==> config.mk <==
export PLATFORM = sky130hd
export DESIGN_NAME = dmem_arbiter_flat
export DESIGN_NICKNAME = d
export VERILOG_FILES = /design/src/rtl/dmem_arbiter_pkg.sv /design/src/rtl/dmem_arbiter_if.sv /design/src/rtl/dmem_arbiter_rr_arb2.sv /design/src/rtl/dmem_arbiter.sv /design/src/flat_wrapper.sv
export SDC_FILE = /design/constraint.sdc
export NUM_CORES = 1
export LEC_CHECK = 0
export ABC_AREA = 1
export ABC_CLOCK_PERIOD_IN_PS = 1600
export CAP_MARGIN = 5
export CORE_ASPECT_RATIO = 0.6
export CORE_MARGIN = 2
export CORE_UTILIZATION = 21
export DETAILED_ROUTE_END_ITERATION = 10
export PLACE_DENSITY = 0.79
export SKIP_CTS_REPAIR_TIMING = 1
export SLEW_MARGIN = 20
export SYNTH_ARGS = -nofsm -noshare
export SYNTH_HDL_FRONTEND = slang
export SYNTH_SLANG_ARGS = --single-unit
==> constraint.sdc <==
create_clock -name clk -period 1.6 [get_ports clk]
set_input_delay 0.48 -clock clk [delete_from_list [all_inputs] [get_ports clk]]
set_output_delay 0.48 -clock clk [all_outputs]
set_load 0.02 [all_outputs]
==> src/rtl/dmem_arbiter_pkg.sv <==
// mem_arb_pkg: shared constants for the data-memory arbiter.
// Port indices and the read encoding of the byte write mask.
package mem_arb_pkg;

  localparam logic PORT_CPU = 1'b0;
  localparam logic PORT_DBG = 1'b1;

  typedef logic [3:0] be_t;

  localparam be_t WE_READ = 4'b0000;

endpackage

==> src/rtl/dmem_arbiter_if.sv <==
// dmem_arbiter_if: requester ports (cpu, debug) plus dmem port.
// slave = arbiter side, master = requesters and memory side.
interface dmem_arbiter_if #(
  parameter int AWIDTH = 14,
  parameter int DWIDTH = 32
);

  logic              req0_valid;
  logic              req0_ready;
  logic [AWIDTH-1:0] req0_addr;
  logic [DWIDTH-1:0] req0_wdata;
  logic [3:0]        req0_we;
  logic              req0_rvalid;
  logic [DWIDTH-1:0] req0_rdata;

  logic              req1_valid;
  logic              req1_ready;
  logic [AWIDTH-1:0] req1_addr;
  logic [DWIDTH-1:0] req1_wdata;
  logic [3:0]        req1_we;
  logic              req1_rvalid;
  logic [DWIDTH-1:0] req1_rdata;
  logic              req1_lock;

  logic              mem_en;
  logic [AWIDTH-1:0] mem_addr;
  logic [DWIDTH-1:0] mem_din;
  logic [3:0]        mem_we;
  logic [DWIDTH-1:0] mem_dout;

  modport slave (
    input  req0_valid, req0_addr,
    input  req0_wdata, req0_we,
    output req0_ready, req0_rvalid,
    output req0_rdata,
    input  req1_valid, req1_addr,
    input  req1_wdata, req1_we,
    input  req1_lock,
    output req1_ready, req1_rvalid,
    output req1_rdata,
    output mem_en, mem_addr,
    output mem_din, mem_we,
    input  mem_dout
  );

  modport master (
    output req0_valid, req0_addr,
    output req0_wdata, req0_we,
    input  req0_ready, req0_rvalid,
    input  req0_rdata,
    output req1_valid, req1_addr,
    output req1_wdata, req1_we,
    output req1_lock,
    input  req1_ready, req1_rvalid,
    input  req1_rdata,
    input  mem_en, mem_addr,
    input  mem_din, mem_we,
    output mem_dout
  );

endinterface

==> src/rtl/dmem_arbiter_rr_arb2.sv <==
// rr_arb2: 2-way round-robin grant with bounded port-1 lock.
// In: valid0/1, lock1, rst_ni. Out: one-hot gnt0/gnt1.
module rr_arb2
  import mem_arb_pkg::*;
#(
  parameter int unsigned MAX_LOCK = 16
) (
  input  logic clk_i,
  input  logic rst_ni,
  input  logic valid0_i,
  input  logic valid1_i,
  input  logic lock1_i,
  output logic gnt0_o,
  output logic gnt1_o
);

  localparam logic [7:0] CNT_LIM =
    8'(MAX_LOCK - 1);

  logic       last_q, last_d;
  logic       lock_q, lock_d;
  logic [7:0] cnt_q, cnt_d;

  // Reset forces both grants low.
  always_comb begin
    gnt1_o = rst_ni && valid1_i &&
             (lock_q || !valid0_i ||
              last_q == PORT_CPU);
    gnt0_o = rst_ni && valid0_i && !gnt1_o;
  end

  always_comb begin
    last_d = last_q;
    lock_d = lock_q;
    cnt_d  = cnt_q;
    if (gnt1_o) begin
      last_d = PORT_DBG;
      if (lock1_i && cnt_q < CNT_LIM) begin
        lock_d = 1'b1;
        cnt_d  = cnt_q + 8'd1;
      end else begin
        lock_d = 1'b0;
        cnt_d  = '0;
      end
    end else begin
      if (gnt0_o) last_d = PORT_CPU;
      // Locked but port 1 dropped valid:
      // release and hand next contention
      // to the cpu port.
      if (lock_q) begin
        lock_d = 1'b0;
        cnt_d  = '0;
        last_d = PORT_DBG;
      end
    end
  end

  always_ff @(posedge clk_i or negedge rst_ni) begin
    if (!rst_ni) begin
      last_q <= PORT_DBG;
      lock_q <= 1'b0;
      cnt_q  <= '0;
    end else begin
      last_q <= last_d;
      lock_q <= lock_d;
      cnt_q  <= cnt_d;
    end
  end

endmodule

==> src/rtl/dmem_arbiter.sv <==
// dmem_arbiter: shares one sync-read dmem between cpu and debug.
// Ports: clk, rst (async, active-low), bus (slave modport).
module dmem_arbiter
  import mem_arb_pkg::*;
#(
  parameter int AWIDTH   = 14,
  parameter int DWIDTH   = 32,
  parameter int unsigned MAX_LOCK = 16
) (
  input logic           clk,
  input logic           rst,
  dmem_arbiter_if.slave bus
);

  logic              gnt0, gnt1, xfer;
  logic [AWIDTH-1:0] addr_mux;
  logic [DWIDTH-1:0] din_mux;
  be_t               we_mux;
  logic rd_pend_q, rd_pend_d;
  logic rd_tag_q, rd_tag_d;

  rr_arb2 #(
    .MAX_LOCK(MAX_LOCK)
  ) u_arb (
    .clk_i   (clk),
    .rst_ni  (rst),
    .valid0_i(bus.req0_valid),
    .valid1_i(bus.req1_valid),
    .lock1_i (bus.req1_lock),
    .gnt0_o  (gnt0),
    .gnt1_o  (gnt1)
  );

  assign xfer = gnt0 | gnt1;

  // Idle: port-0 address/data, no write.
  always_comb begin
    addr_mux = bus.req0_addr;
    din_mux  = bus.req0_wdata;
    we_mux   = WE_READ;
    if (gnt1) begin
      addr_mux = bus.req1_addr;
      din_mux  = bus.req1_wdata;
      we_mux   = bus.req1_we;
    end else if (gnt0) begin
      we_mux   = bus.req0_we;
    end
  end

  assign bus.req0_ready = gnt0;
  assign bus.req1_ready = gnt1;
  assign bus.mem_en     = xfer;
  assign bus.mem_addr   = addr_mux;
  assign bus.mem_din    = din_mux;
  assign bus.mem_we     = we_mux;

  always_comb begin
    rd_pend_d = xfer && we_mux == WE_READ;
    rd_tag_d  = gnt1 ? PORT_DBG : PORT_CPU;
  end

  always_ff @(posedge clk or negedge rst) begin
    if (!rst) begin
      rd_pend_q <= 1'b0;
      rd_tag_q  <= PORT_CPU;
    end else begin
      rd_pend_q <= rd_pend_d;
      rd_tag_q  <= rd_tag_d;
    end
  end

  assign bus.req0_rvalid =
    rd_pend_q && rd_tag_q == PORT_CPU;
  assign bus.req1_rvalid =
    rd_pend_q && rd_tag_q == PORT_DBG;
  assign bus.req0_rdata  = bus.mem_dout;
  assign bus.req1_rdata  = bus.mem_dout;

endmodule

==> src/flat_wrapper.sv <==
// flat-port wrapper written by rule: the top's interface ports become plain ports
module dmem_arbiter_flat import mem_arb_pkg::*;
#(
  parameter int AWIDTH   = 14,
  parameter int DWIDTH   = 32,
  parameter int unsigned MAX_LOCK = 16
)
  (clk, rst, bus_req0_valid, bus_req0_addr, bus_req0_wdata, bus_req0_we, bus_req0_ready, bus_req0_rvalid, bus_req0_rdata, bus_req1_valid, bus_req1_addr, bus_req1_wdata, bus_req1_we, bus_req1_lock, bus_req1_ready, bus_req1_rvalid, bus_req1_rdata, bus_mem_en, bus_mem_addr, bus_mem_din, bus_mem_we, bus_mem_dout);
  dmem_arbiter_if #(.AWIDTH(AWIDTH), .DWIDTH(DWIDTH)) bus_i ();
  input logic clk;
  input logic rst;
  input wire logic [$bits(bus_i.req0_valid)-1:0] bus_req0_valid;
  input wire logic [$bits(bus_i.req0_addr)-1:0] bus_req0_addr;
  input wire logic [$bits(bus_i.req0_wdata)-1:0] bus_req0_wdata;
  input wire logic [$bits(bus_i.req0_we)-1:0] bus_req0_we;
  output wire logic [$bits(bus_i.req0_ready)-1:0] bus_req0_ready;
  output wire logic [$bits(bus_i.req0_rvalid)-1:0] bus_req0_rvalid;
  output wire logic [$bits(bus_i.req0_rdata)-1:0] bus_req0_rdata;
  input wire logic [$bits(bus_i.req1_valid)-1:0] bus_req1_valid;
  input wire logic [$bits(bus_i.req1_addr)-1:0] bus_req1_addr;
  input wire logic [$bits(bus_i.req1_wdata)-1:0] bus_req1_wdata;
  input wire logic [$bits(bus_i.req1_we)-1:0] bus_req1_we;
  input wire logic [$bits(bus_i.req1_lock)-1:0] bus_req1_lock;
  output wire logic [$bits(bus_i.req1_ready)-1:0] bus_req1_ready;
  output wire logic [$bits(bus_i.req1_rvalid)-1:0] bus_req1_rvalid;
  output wire logic [$bits(bus_i.req1_rdata)-1:0] bus_req1_rdata;
  output wire logic [$bits(bus_i.mem_en)-1:0] bus_mem_en;
  output wire logic [$bits(bus_i.mem_addr)-1:0] bus_mem_addr;
  output wire logic [$bits(bus_i.mem_din)-1:0] bus_mem_din;
  output wire logic [$bits(bus_i.mem_we)-1:0] bus_mem_we;
  input wire logic [$bits(bus_i.mem_dout)-1:0] bus_mem_dout;
  assign bus_i.req0_valid = bus_req0_valid;
  assign bus_i.req0_addr = bus_req0_addr;
  assign bus_i.req0_wdata = bus_req0_wdata;
  assign bus_i.req0_we = bus_req0_we;
  assign bus_req0_ready = bus_i.req0_ready;
  assign bus_req0_rvalid = bus_i.req0_rvalid;
  assign bus_req0_rdata = bus_i.req0_rdata;
  assign bus_i.req1_valid = bus_req1_valid;
  assign bus_i.req1_addr = bus_req1_addr;
  assign bus_i.req1_wdata = bus_req1_wdata;
  assign bus_i.req1_we = bus_req1_we;
  assign bus_i.req1_lock = bus_req1_lock;
  assign bus_req1_ready = bus_i.req1_ready;
  assign bus_req1_rvalid = bus_i.req1_rvalid;
  assign bus_req1_rdata = bus_i.req1_rdata;
  assign bus_mem_en = bus_i.mem_en;
  assign bus_mem_addr = bus_i.mem_addr;
  assign bus_mem_din = bus_i.mem_din;
  assign bus_mem_we = bus_i.mem_we;
  assign bus_i.mem_dout = bus_mem_dout;
  dmem_arbiter #(.AWIDTH(AWIDTH), .DWIDTH(DWIDTH), .MAX_LOCK(MAX_LOCK)) u_core (.clk(clk), .rst(rst), .bus(bus_i));
endmodule
==> flow_summary.yaml <==
sta:
  layout_setup_ws_ps: -475
  fin_skew_ps: 2.43
  finalSetupViolations: 53
  drv_slew: 0
  rsz0062_at_grt: "true"
  timing.fmax_mhz: 482
  post-route-period-util: 1.30
  slew-limit-headroom: 0.830
  fin_setup_tns_ps: -22950
  hold_viol: 0
  min_period_ps: 2070
  tightest_slew_ps: 255
floorplan:
  pin_count: 256
  dieHeight_um: 72.8
  fp.coreArea_sq_um: 7760
  die_w_um: 119
  num_rows: 25
  initial_core_util: 0.214
  dieArea_sq_um: 8640
logic_synthesis:
  yosysTopAreaCell: "nand2_1"
  synth_nets: 427
  netlist_area_sq_um: 1660
  synth_cell_type_count: 19
  yosysSeqAreaShare: 0.182
  yosysWarningCount: 0
  avgSynthCellArea_sq_um: 5.73
  synth_top_area_share: 0.360
  ys_ff_latch: 12
  netlist_instances: 289
  yosys-top-cells-area: "nand2_1 36%, buf_4 30%, dfrtp_1 17%"
power_and_ir_drop:
  peakVddDrop_mv: 0.327
  p_leak_nw: 1.90
  power_mw: 2.10
  power_density_nw_per_um2: 571
global_route:
  grt_use_total: 0.129
  grt_max_degree: 33
  grt_pass1_wl_um: 9140
  grt_pass1_vias: 1913
  antenna_found_initial: 0
  gr-total-overflow: 0
clocking:
  cts_tree: "yes"
  cts_inserted_buffers: 3
  clock_path_buffers: 2
  clkSinkCount: 12
  cts_root_buf: "clkbuf_16"
  path_clk_slew_ps: 40
  clk_latency_ps: 240
  htree_levels: 1
route:
  drc: 0
  drt-initial-drc-count: 59
  wl_per_cell_um: 14.8
  wl_um: 7550
  antenna_left: 0
  drt-vias-per-instance: 4.18
  vias: 2126
  dr.pass1.iters: 4
final_layout:
  drive_above_1_share: 0.431
  final_util: 0.475
  final_cell_mix: "101 x clkdlybuf4s50_1, 76 x nand2_1, 61 x nand2_2"
  nFillCells: 734
  antenna_cells: 0
  fin_nets: 540
  fin_cells: 509
  final_common_cell: "clkdlybuf4s50_1"
  area_growth_pct: 123
setup_path:
  cp.arrival_ps: 1590
  worstSetupPathType: "reg -> out"
  timing.rr.end: "u_core.rd_pend_q$_DFF_PN0_"
  timing.critical_path.mode_cell: "nand2_2"
  cp_cell_sequence: "nand3_4 -> nand2_8 -> clkinv_8 -> clkbuf_16 -> nand2_2 -> nand2_2 -> buf_6"
  end_kind: "primary output"
  slowest_delay_ps: 540
  r2r_slack_ps: 40
  crit_fanout: 8
  cp.required_ps: 1120
  critPathSlowestCell: "dfstp_2"
  timing.rr.start: "u_core.u_arb.last_q$_DFFE_PN1P_"
  rr_worst_depth: 8
  start_kind: "flip-flop"
  crit_path_start: "u_core.u_arb.last_q$_DFFE_PN1P_"
placement:
  dp_cells: 494
  gp_congestion: 0.835
  dpl_worst_slack_ps: -1100
  port_buffers: 159
  hpwlAfterDp_um: 5080
worst_hold_path:
  hold_class: "in -> async"
status:
  violations: "setup timing"
  outcome: "complete, but fails checks"
job:
  max_cap_violations: 0
-- Yosys cell counts --
master and n:
nand2_1 159, buf_4 67, inv_1 12, nor2_1 12
dfrtp_1 11, nand3_1 8, buf_2 5, nand4_1 3
inv_2 2, a21oi_1 1, buf_6 1, clkbuf_1 1
dfstp_2 1, ha_1 1, nand2_4 1, nand3_2 1
nor2_2 1, o21ai_0 1, xor2_1 1
-- worst max path at each step --
stage | end | slack (ps)
after floorplan | bus_mem_addr[10] | -40
after global placement | bus_mem_din[19] | -1090
after detailed placement | bus_mem_din[10] | -1100
after CTS | bus_mem_din[10] | -1120
after global routing | bus_mem_din[22] | -530
final | bus_mem_din[22] | -470
-- registers in the layout, summed over array words and instances, names as in the netlist --
| register | count |
|---|---|
| u_core.u_arb.cnt_q | 8 |
| u_core.rd_tag_q | 1 |
| u_core.u_arb.last_q | 1 |
| u_core.rd_pend_q | 1 |
| u_core.u_arb.lock_q | 1 |
-- per-layer routing --
layer / track usage / routed length (um) / up-vias
met5: 0 / 0 / -
met4: 0.0331 / 61 / 0
met3: 0.0523 / 719 / 9
met2: 0.223 / 3620 / 131
met1: 0.151 / 3150 / 958
li1: - / - / 1028
-- layout make-up --
cell class / count / area, sq um / share of cell area
repair buffers: 182 / 1970 / 0.536
multi-input cells: 189 / 1120 / 0.304
flip-flops and latches: 12 / 302 / 0.0818
well taps: 108 / 135 / 0.0367
clock buffers: 4 / 88.8 / 0.0241
inverters: 14 / 65.1 / 0.0177
-- logic make-up after synthesis --
group,after synthesis,share of synthesized area
fa+ha+maj,1,0.00755
buf+inv,88,0.360
simple gates,185,0.440
xor+xnor,1,0.00529
flops,12,0.182
compound gates,2,0.00604
-- worst max-delay path, delay by kind of cell, from the launching register on --
| kind | cells | cell delay, ps |
|---|---|---|
| buf+inv | 3 | 420 |
| flops | 1 | 540 |
| simple gates | 4 | 370 |
-- metrics by stage --
stage          area, sq um  hold slack (ps)
2_1_floorplan         1770              184
3_5_place_dp          3080              473
3_3_place_gp          3080              470
6_report              3690              332
4_1_cts               3170              489
5_1_grt               3690              347
-- power breakdown --
part           total, mW  leakage, nW  switching (mW)  internal, mW
sequential         0.381        0.160          0.0390         0.342
combinational       1.22         1.70           0.562         0.656
clock              0.506       0.0442           0.129         0.377
Power figures use the tool's default switching activity.
